--- config.mk ---
export PLATFORM = sky130hd
export DESIGN_NAME = pgm_loader_flat
export DESIGN_NICKNAME = d
export VERILOG_FILES = /design/src/rtl/pgm_loader_if.sv /design/src/rtl/pgm_loader.sv /design/src/flat_wrapper.sv
export SDC_FILE = /design/constraint.sdc
export NUM_CORES = 1
export LEC_CHECK = 0
export CORE_MARGIN = 2
export CORE_UTILIZATION = 45
export CTS_CLUSTER_SIZE = 24
export DETAILED_ROUTE_END_ITERATION = 12
export PLACE_DENSITY_LB_ADDON = 0.15
export SYNTH_ARGS = -nofsm -noshare
export SYNTH_HDL_FRONTEND = slang
export SYNTH_SLANG_ARGS = --single-unit
--- constraint.sdc ---
create_clock -name clk -period 5.2 [get_ports clk]
set_clock_uncertainty 0.2 [all_clocks]
set_input_delay 0.52 -clock clk [delete_from_list [all_inputs] [get_ports clk]]
set_output_delay 0.52 -clock clk [all_outputs]
set_load 0.03 [all_outputs]
--- src/rtl/pgm_loader_if.sv ---
// Byte-stream input and RAM programming port of the program loader.
// slave: the loader side; master: the byte source / RAM / CPU side.
interface pgm_loader_if;
   logic [7:0]  rx_data;
   logic        rx_valid;
   logic        rx_ready;
   logic        pgm;
   logic [15:0] pgm_addr;
   logic [15:0] pgm_data;
   logic        pg_wr;
   logic        cpu_hold;
   logic        busy;
   logic        done;
   logic        err;

   modport slave (
      input  rx_data, rx_valid,
      output rx_ready, pgm, pgm_addr, pgm_data, pg_wr, cpu_hold, busy, done, err
   );

   modport master (
      output rx_data, rx_valid,
      input  rx_ready, pgm, pgm_addr, pgm_data, pg_wr, cpu_hold, busy, done, err
   );
endinterface

--- src/rtl/pgm_loader.sv ---
// Parses SYNC, CNT_HI, CNT_LO, CNT x (hi,lo) words from a byte stream and writes
// them to RAM addresses 0..CNT-1 through a level-stretched pg_wr strobe.
module pgm_loader #(
   parameter int         MEM_SIZE  = 255,
   parameter logic [7:0] SYNC_BYTE = 8'hA5,
   parameter int         STROBE_HI = 4,
   parameter int         STROBE_LO = 4
) (
   input logic         clk,
   input logic         rst,
   pgm_loader_if.slave bus
);

   typedef enum logic [2:0] {
      IDLE, LEN_HI, LEN_LO, DAT_HI, DAT_LO, WR_HI, WR_LO, DONE
   } state_t;

   state_t      state;
   logic [15:0] cnt;
   logic [7:0]  tmr;
   logic        xfer;
   logic [15:0] len_next;
   logic [15:0] addr_next;

   assign xfer      = bus.rx_valid & bus.rx_ready;
   assign len_next  = {cnt[15:8], bus.rx_data};
   assign addr_next = bus.pgm_addr + 16'd1;

   // rx_ready is registered, so it is updated on every edge that enters or
   // leaves a byte-consuming state.
   always_ff @(posedge clk or posedge rst) begin
      if (rst) begin
         state        <= IDLE;
         cnt          <= '0;
         tmr          <= '0;
         bus.rx_ready <= 1'b0;
         bus.pgm      <= 1'b0;
         bus.pgm_addr <= '0;
         bus.pgm_data <= '0;
         bus.pg_wr    <= 1'b0;
         bus.cpu_hold <= 1'b0;
         bus.busy     <= 1'b0;
         bus.done     <= 1'b0;
         bus.err      <= 1'b0;
      end else begin
         bus.done <= 1'b0;
         bus.err  <= 1'b0;
         case (state)
            IDLE: begin
               bus.rx_ready <= 1'b1;
               if (xfer && bus.rx_data == SYNC_BYTE) begin
                  state        <= LEN_HI;
                  bus.pgm      <= 1'b1;
                  bus.cpu_hold <= 1'b1;
                  bus.busy     <= 1'b1;
               end
            end
            LEN_HI: begin
               if (xfer) begin
                  cnt[15:8] <= bus.rx_data;
                  state     <= LEN_LO;
               end
            end
            LEN_LO: begin
               if (xfer) begin
                  if (len_next == 16'd0 || len_next > 16'(MEM_SIZE)) begin
                     bus.err      <= 1'b1;
                     bus.pgm      <= 1'b0;
                     bus.cpu_hold <= 1'b0;
                     bus.busy     <= 1'b0;
                     state        <= IDLE;
                  end else begin
                     cnt[7:0]     <= bus.rx_data;
                     bus.pgm_addr <= '0;
                     state        <= DAT_HI;
                  end
               end
            end
            DAT_HI: begin
               if (xfer) begin
                  bus.pgm_data[15:8] <= bus.rx_data;
                  state              <= DAT_LO;
               end
            end
            DAT_LO: begin
               if (xfer) begin
                  bus.pgm_data[7:0] <= bus.rx_data;
                  bus.pg_wr         <= 1'b1;
                  bus.rx_ready      <= 1'b0;
                  tmr               <= '0;
                  state             <= WR_HI;
               end
            end
            WR_HI: begin
               if (tmr == 8'(STROBE_HI - 1)) begin
                  bus.pg_wr <= 1'b0;
                  tmr       <= '0;
                  state     <= WR_LO;
               end else begin
                  tmr <= tmr + 8'd1;
               end
            end
            WR_LO: begin
               // Address only moves once the RAM has long since committed.
               if (tmr == 8'(STROBE_LO - 1)) begin
                  tmr          <= '0;
                  bus.pgm_addr <= addr_next;
                  if (addr_next == cnt) begin
                     state <= DONE;
                  end else begin
                     state        <= DAT_HI;
                     bus.rx_ready <= 1'b1;
                  end
               end else begin
                  tmr <= tmr + 8'd1;
               end
            end
            DONE: begin
               bus.done     <= 1'b1;
               bus.pgm      <= 1'b0;
               bus.cpu_hold <= 1'b0;
               bus.busy     <= 1'b0;
               bus.rx_ready <= 1'b1;
               state        <= IDLE;
            end
            default: begin
               state        <= IDLE;
               bus.rx_ready <= 1'b0;
            end
         endcase
      end
   end

endmodule

--- src/flat_wrapper.sv ---
// flat-port wrapper written by rule: the top's interface ports become plain ports
module pgm_loader_flat 
#(
   parameter int         MEM_SIZE  = 255,
   parameter logic [7:0] SYNC_BYTE = 8'hA5,
   parameter int         STROBE_HI = 4,
   parameter int         STROBE_LO = 4
)
  (clk, rst, bus_rx_data, bus_rx_valid, bus_rx_ready, bus_pgm, bus_pgm_addr, bus_pgm_data, bus_pg_wr, bus_cpu_hold, bus_busy, bus_done, bus_err);
  pgm_loader_if bus_i ();
  input logic clk;
  input logic rst;
  input wire logic [$bits(bus_i.rx_data)-1:0] bus_rx_data;
  input wire logic [$bits(bus_i.rx_valid)-1:0] bus_rx_valid;
  output wire logic [$bits(bus_i.rx_ready)-1:0] bus_rx_ready;
  output wire logic [$bits(bus_i.pgm)-1:0] bus_pgm;
  output wire logic [$bits(bus_i.pgm_addr)-1:0] bus_pgm_addr;
  output wire logic [$bits(bus_i.pgm_data)-1:0] bus_pgm_data;
  output wire logic [$bits(bus_i.pg_wr)-1:0] bus_pg_wr;
  output wire logic [$bits(bus_i.cpu_hold)-1:0] bus_cpu_hold;
  output wire logic [$bits(bus_i.busy)-1:0] bus_busy;
  output wire logic [$bits(bus_i.done)-1:0] bus_done;
  output wire logic [$bits(bus_i.err)-1:0] bus_err;
  assign bus_i.rx_data = bus_rx_data;
  assign bus_i.rx_valid = bus_rx_valid;
  assign bus_rx_ready = bus_i.rx_ready;
  assign bus_pgm = bus_i.pgm;
  assign bus_pgm_addr = bus_i.pgm_addr;
  assign bus_pgm_data = bus_i.pgm_data;
  assign bus_pg_wr = bus_i.pg_wr;
  assign bus_cpu_hold = bus_i.cpu_hold;
  assign bus_busy = bus_i.busy;
  assign bus_done = bus_i.done;
  assign bus_err = bus_i.err;
  pgm_loader #(.MEM_SIZE(MEM_SIZE), .SYNC_BYTE(SYNC_BYTE), .STROBE_HI(STROBE_HI), .STROBE_LO(STROBE_LO)) u_core (.clk(clk), .rst(rst), .bus(bus_i));
endmodule
==> run summary, run 1 <==
DRC - 0
antenna cells - 0
maxcap violations - 0
final worst setup slack - 2293 ps
post-synthesis cell count - 342
largest cells by area after synthesis - dfrtp_1, mux2_2, o21ai_0
dpl cells - 479
First-pass DRT Iterations - 5
CP Buf/Inv Count - 1
fin util - 0.5515
pin count of the biggest net entering global routing - 65
Die Y-Extent - 91.79 um
CP Cell Sequence - ha_1 > inv_1 > or4_1 > a2111oi_0 > nand4_1 > o21a_1
# Post-CTS Setup Buffers - 0
Post-CTS Hold Fix Bufs - 0
CTS resizes - 0
Placed Area - 4010 um^2
final WL - 7941 um
Total Routing Usage GR - 0.2083
Worst Reg-to-Reg Cells - 6
final instance area - 4195 um^2
critical path required time - 5250 ps
CP delay by family, top - simple AND/OR/NAND/NOR gates
setup TNS - 0 ps
num rows - 32
post-route non-filler standard cell count - 495
EDFF count, synth - 0
per-cell routed wire length - 16.04 um
Synth Register Bits - 64
pre-CTS setup slack - 2220 ps
DP HPWL - 5492 um
first-pass GRT wire length - 14090 um
clk slew on worst S/H paths - 80 ps
antenna violations before repair - 0
Die Width - 91.79 um
outcome - complete, no violations
WS Path Type - reg2reg
clk root buf - clkbuf_8
Final Max Tran Viols - 0
# clock sinks - 64
synth warn - 0
number of setup violations in the final report - 0
Post-synth top flop - dfrtp_1
Crit-path slowest cell - or4_1
Async SR Flop Fraction - 1.000
Yosys top cell area share - 0.4618
worst hold path depth - 1
Worst path depth - 6
initial DRC count - 190
antenna viol nets, final - 0
worst-path fanout max - 11
Die Footprint - 8425 um^2
startpoint types - flip-flop
RSZ-0062 raised after global routing - false
worst vdd ir - 0.3535 mV
Yosys cell types - 59
Cell Pwr Density - 625.8 nW/um^2
GRT overflow - 0
fmax - 0.3440 GHz
io pins - 50
Final GP Congestion - 0.8295
critical path arrival - 2960 ps
Tcrit/Tclk final - 0.5590
register area share after synthesis - 0.4618
CTS H-tree depth - 3
CTS Buf Count - 9
port bufs - 49
Worst-Margin Slew - 840.7 ps
Worst-Skew Late Latency - 360 ps
Critical Path End Type - flip-flop
post-synthesis area per instance - 10.14 um^2
Final nets - 401
initial core utilization - 0.4559
Longest Clk Path Bufs - 2
core footprint - 7607 um^2
CP max stage delay - 520 ps
layout cell share with drive strength beyond 1 - 0.1628
leakage power - 1.641 nW
Hold WC Path Type - reg2reg
worst rel slew slack - 0.4374
hold slack - 312.3 ps
mapped cell area - 3468 um^2
Final Hold Viols - 0
vias in the first global route - 2789
final worst path period need - 2907 ps
TritonCTS clock tree - yes
Design Power - 2.626 mW
DR vias - 2813
Yosys top cell by area - dfrtp_1
Syn Nets - 355
vias per inst - 5.683
Area Overhead vs Synth - 20.96%
==> layout make-up <==
| cell class | instances | area (um^2) |
|---|---|---|
| inverters | 6 | 22.52 |
| well taps | 102 | 127.6 |
| repair buffers | 51 | 505.5 |
| fillers | 696 | 3412 |
| multi-input cells | 256 | 1753 |
| clock buffers | 9 | 123.9 |
| clock inverters | 7 | 61.31 |
| flip-flops and latches | 64 | 1602 |
==> state kept, by name, indices dropped and copies added (netlist names) <==
name,cells
u_core.bus.done,1
u_core.bus.err,1
u_core.cnt,16
u_core.state,3
u_core.tmr,8
u_core.bus.pgm,1
u_core.bus.pgm_data,16
u_core.bus.rx_ready,1
u_core.bus.pg_wr,1
u_core.bus.pgm_addr,16
==> placed cells by master, fill, tap and decap left out, types with 3 or more instances in the layout <==
cell	instances
inv_1	4
o21ai_0	41
dfrtp_1	64
a31oi_1	6
nand3_2	3
o211ai_1	4
or4_1	7
nand2_1	29
nand3_1	9
mux2_2	33
nor4_1	7
clkbuf_8	9
nor2_1	28
xor2_1	3
a21oi_1	9
xnor2_1	19
clkdlybuf4s50_1	49
nand4_1	6
inv_6	3
o31ai_1	7
and3_1	3
nor3_1	4
==> synthesized netlist by cell type, drive strengths merged (2+ instances only) <==
library cell  number
dfrtp             64
o21ai             42
mux2              33
nand2             29
nor2              28
xnor2             20
nand3             12
buf               10
a21oi              9
nor4               9
nand4              7
o31ai              7
or4                7
a31oi              6
clkbuf             6
inv                5
and2               4
and3               4
nor3               4
o211ai             4
xor2               3
ha                 2
nor2b              2
o41ai              2
or4b               2
==> report_power, final <==
| part | internal, mW | switching [mW] |
|---|---|---|
| combinational | 0.571 | 0.682 |
| clock | 0.182 | 0.228 |
| sequential | 0.692 | 0.271 |
==> cell families (layout without fill, tap and decap cells) <==
family          after synthesis  after routing  share of synthesized area
compound gates               82             82                     0.1436
xor+xnor                     23             23                    0.06025
fa+ha+maj                     2              2                   0.007214
simple gates                115            115                     0.1843
flops                        64             64                     0.4618
buf+inv                      22             73                    0.03283
mux                          34             34                     0.1100
==> per-layer routing <==
layer  global-route usage  part of all wire
met2               0.3082              0.45
met3              0.03533             0.043
met5                    0                 0
met4              0.08706             0.016
met1               0.3028              0.49
==> final timing paths <==
| kind | slack [ps] | from | end |
|---|---|---|---|
| min reg2reg | 310 | u_core.bus.pgm_data[10] | u_core.bus.pgm_data[10] |
| max in group asynchronous | 3770 | rst | u_core.bus.pgm_addr[0] |
| min | 310 | u_core.bus.pgm_data[10] | u_core.bus.pgm_data[10] |
| max | 2290 | u_core.bus.pgm_addr[0] | u_core.bus.rx_ready |
| max reg2reg | 2290 | u_core.bus.pgm_addr[0] | u_core.bus.rx_ready |
| min in group asynchronous | 500 | rst | u_core.bus.err |
Power figures use the tool's default switching activity.
==> run 2: changes to the inputs <==
==> constraint.sdc (replaced) <==
create_clock -name clk -period 2.6 [get_ports clk]
set_clock_uncertainty 0.2 [all_clocks]
set_input_delay 0.26 -clock clk [delete_from_list [all_inputs] [get_ports clk]]
set_output_delay 0.26 -clock clk [all_outputs]
set_load 0.03 [all_outputs]
==> run 2 against run 1 <==
Register-to-register slack worse by 2200 ps. Wire length is 10% higher. Count of clock-buffer cells in the layout is 2 higher. Maximum frequency is 15% higher. Critical path type unchanged. Cell count is 6.9% higher. Non-clock buffer count is 34 higher. Largest power group unchanged. Flip-flop and latch count stayed put.
==> run summary, run 2 (synthesis results as in run 1) <==
outcome - complete, no violations
worst rel slew slack - 0.5418 (+0.1044)
DRC - 0 (unchanged)
critical path required time - 2640 ps (-2610 ps)
leakage power - 1.805 nW (+9.9%)
antenna violations before repair - 0 (unchanged)
CTS H-tree depth - 3 (unchanged)
Largest regs - u_core.bus.pgm_addr: 16 flops, u_core.bus.pgm_data: 16 flops, u_core.cnt: 16 flops
DP HPWL - 6124 um (+12%)
# Post-CTS Setup Buffers - 0 (unchanged)
layout cell share with drive strength beyond 1 - 0.2365 (+0.07368)
# clock sinks - 64 (unchanged)
startpoint types - flip-flop
Die Footprint - 8425 um^2 (unchanged)
Final Hold Viols - 0 (unchanged)
Area Overhead vs Synth - 29.62%
DR vias - 3000 (+6.6%)
RR Endpoint - u_core.bus.rx_ready
most common cell after layout, fill and taps aside - dfrtp_1
Hold WC Path Type - in2async
clk root buf - clkbuf_8
clk slew on worst S/H paths - 70 ps (about the same)
Longest Clk Path Bufs - 2 (unchanged)
commonest non-fill, non-tap cells in the layout - dfrtp_1, clkdlybuf4s50_1, o21ai_0, mux2_2, buf_4
port bufs - 49 (unchanged)
Final GP Congestion - 0.8335 (+0.48%)
vias per inst - 5.671 (-0.21%)
Worst-Skew Late Latency - 340 ps (-20 ps)
reg2reg start - u_core.bus.pgm_addr[7]
First-pass DRT Iterations - 4 (-1)
Die Y-Extent - 91.79 um (unchanged)
initial core utilization - 0.4559 (unchanged)
io pins - 50 (unchanged)
Total Routing Usage GR - 0.2205 (+0.01220)
vias in the first global route - 2845 (+2.0%)
maxcap violations - 0 (unchanged)
TritonCTS clock tree - yes
Final nets - 435 (+8.5%)
initial DRC count - 172 (-9.5%)
Reg2Reg Setup Slack - 70 ps (-2220 ps)
number of setup violations in the final report - 0 (unchanged)
Critical Path End Type - flip-flop
Cell Pwr Density - 1225 nW/um^2 (+96%)
num rows - 32 (unchanged)
per-cell routed wire length - 16.56 um (+3.2%)
final worst path period need - 2525 ps (-381.5 ps)
GRT overflow - 0 (unchanged)
RSZ-0062 raised after global routing - false
antenna cells - 0 (unchanged)
Worst Reg-to-Reg Cells - 6 (unchanged)
WS Path Type - reg2reg
worst-path fanout max - 8 (-3)
Worst-Margin Slew - 687.3 ps (-153.5 ps)
worst vdd ir - 0.7239 mV (+100%)
Final Max Tran Viols - 0 (unchanged)
pin count of the biggest net entering global routing - 65 (unchanged)
CTS Buf Count - 9 (unchanged)
core footprint - 7607 um^2 (unchanged)
Die Width - 91.79 um (unchanged)
critical path arrival - 2560 ps (-400 ps)
first-pass GRT wire length - 14590 um (+3.6%)
fmax - 0.3960 GHz (+15%)
Placed Area - 4304 um^2 (+7.3%)
setup TNS - 0 ps (unchanged)
final instance area - 4496 um^2 (+7.2%)
antenna viol nets, final - 0 (unchanged)
Tcrit/Tclk final - 0.9713 (+0.4123)
final WL - 8760 um (+10%)
==> run 2: cell type report <==
cell class	instances	area, um^2
Clock inverter	5	33.78
Tap cell	102	127.6
Inverter	6	22.52
Fill cell	674	3112
Sequential cell	64	1604
Multi-Input combinational cell	256	1778
Clock buffer	11	131.4
Timing Repair Buffer	85	798.3
==> run 2: per-layer routing <==
layer,share of wire,GRT usage,wire [um]
met1,0.48,0.3103,4237
met2,0.47,0.3413,4086
met3,0.037,0.05505,325
met4,0.013,0.05846,112
met5,0,0,0
==> run 2: where the power goes <==
group | switching, mW | total (mW) | internal [mW] | leakage (nW)
Clock | 0.400 | 0.745 | 0.344 | 0.0793
Combinational | 1.53 | 2.88 | 1.35 | 0.948
Sequential | 0.493 | 1.88 | 1.39 | 0.777
==> run 2: repair_timing <==
item                                    in CTS  in global routing
resized for setup                            0                  6
endpoints found under the setup margin       0                  3
hold buffers                                 0                  0
endpoints found under the hold margin        0                  0
==> run 2: worst max-delay path by stage <==
stage                                 from                  end  slack, ps
finish              u_core.bus.pgm_addr[7]  u_core.bus.rx_ready         70
CTS                 u_core.bus.pgm_addr[1]  u_core.bus.rx_ready         10
global route        u_core.bus.pgm_addr[0]  u_core.bus.rx_ready          3
global placement    u_core.bus.pgm_addr[1]  u_core.bus.rx_ready        110
detailed placement  u_core.bus.pgm_addr[1]  u_core.bus.rx_ready         30
floorplan           u_core.bus.pgm_addr[0]  u_core.bus.rx_ready         60
==> run 2: stage by stage <==
| stage | hold slack [ps] | utilization | total power [mW] | instances | setup slack, ps |
|---|---|---|---|---|---|
| after floorplan | 210.6 | - | 3.613 | 342 | 56.97 |
| after global placement | 293.3 | 0.5658 | 4.657 | 513 | 106.6 |
| after detailed placement | 295.0 | 0.5658 | 4.715 | 513 | 26.93 |
| after CTS | 125.1 | 0.5875 | 5.485 | 529 | 10.52 |
| after global routing | 156.3 | 0.5910 | 5.878 | 529 | 2.869 |
| final | 105.1 | 0.5910 | 5.507 | 529 | 74.73 |
==> run 2: worst max-delay path, stage by stage (launching register included) <==
cell     delay (ps)
dfrtp_1         570
nand4_1         370
nor4_1          440
xnor2_1         110
nor4_1          300
nand4_1         210
o21a_1          230
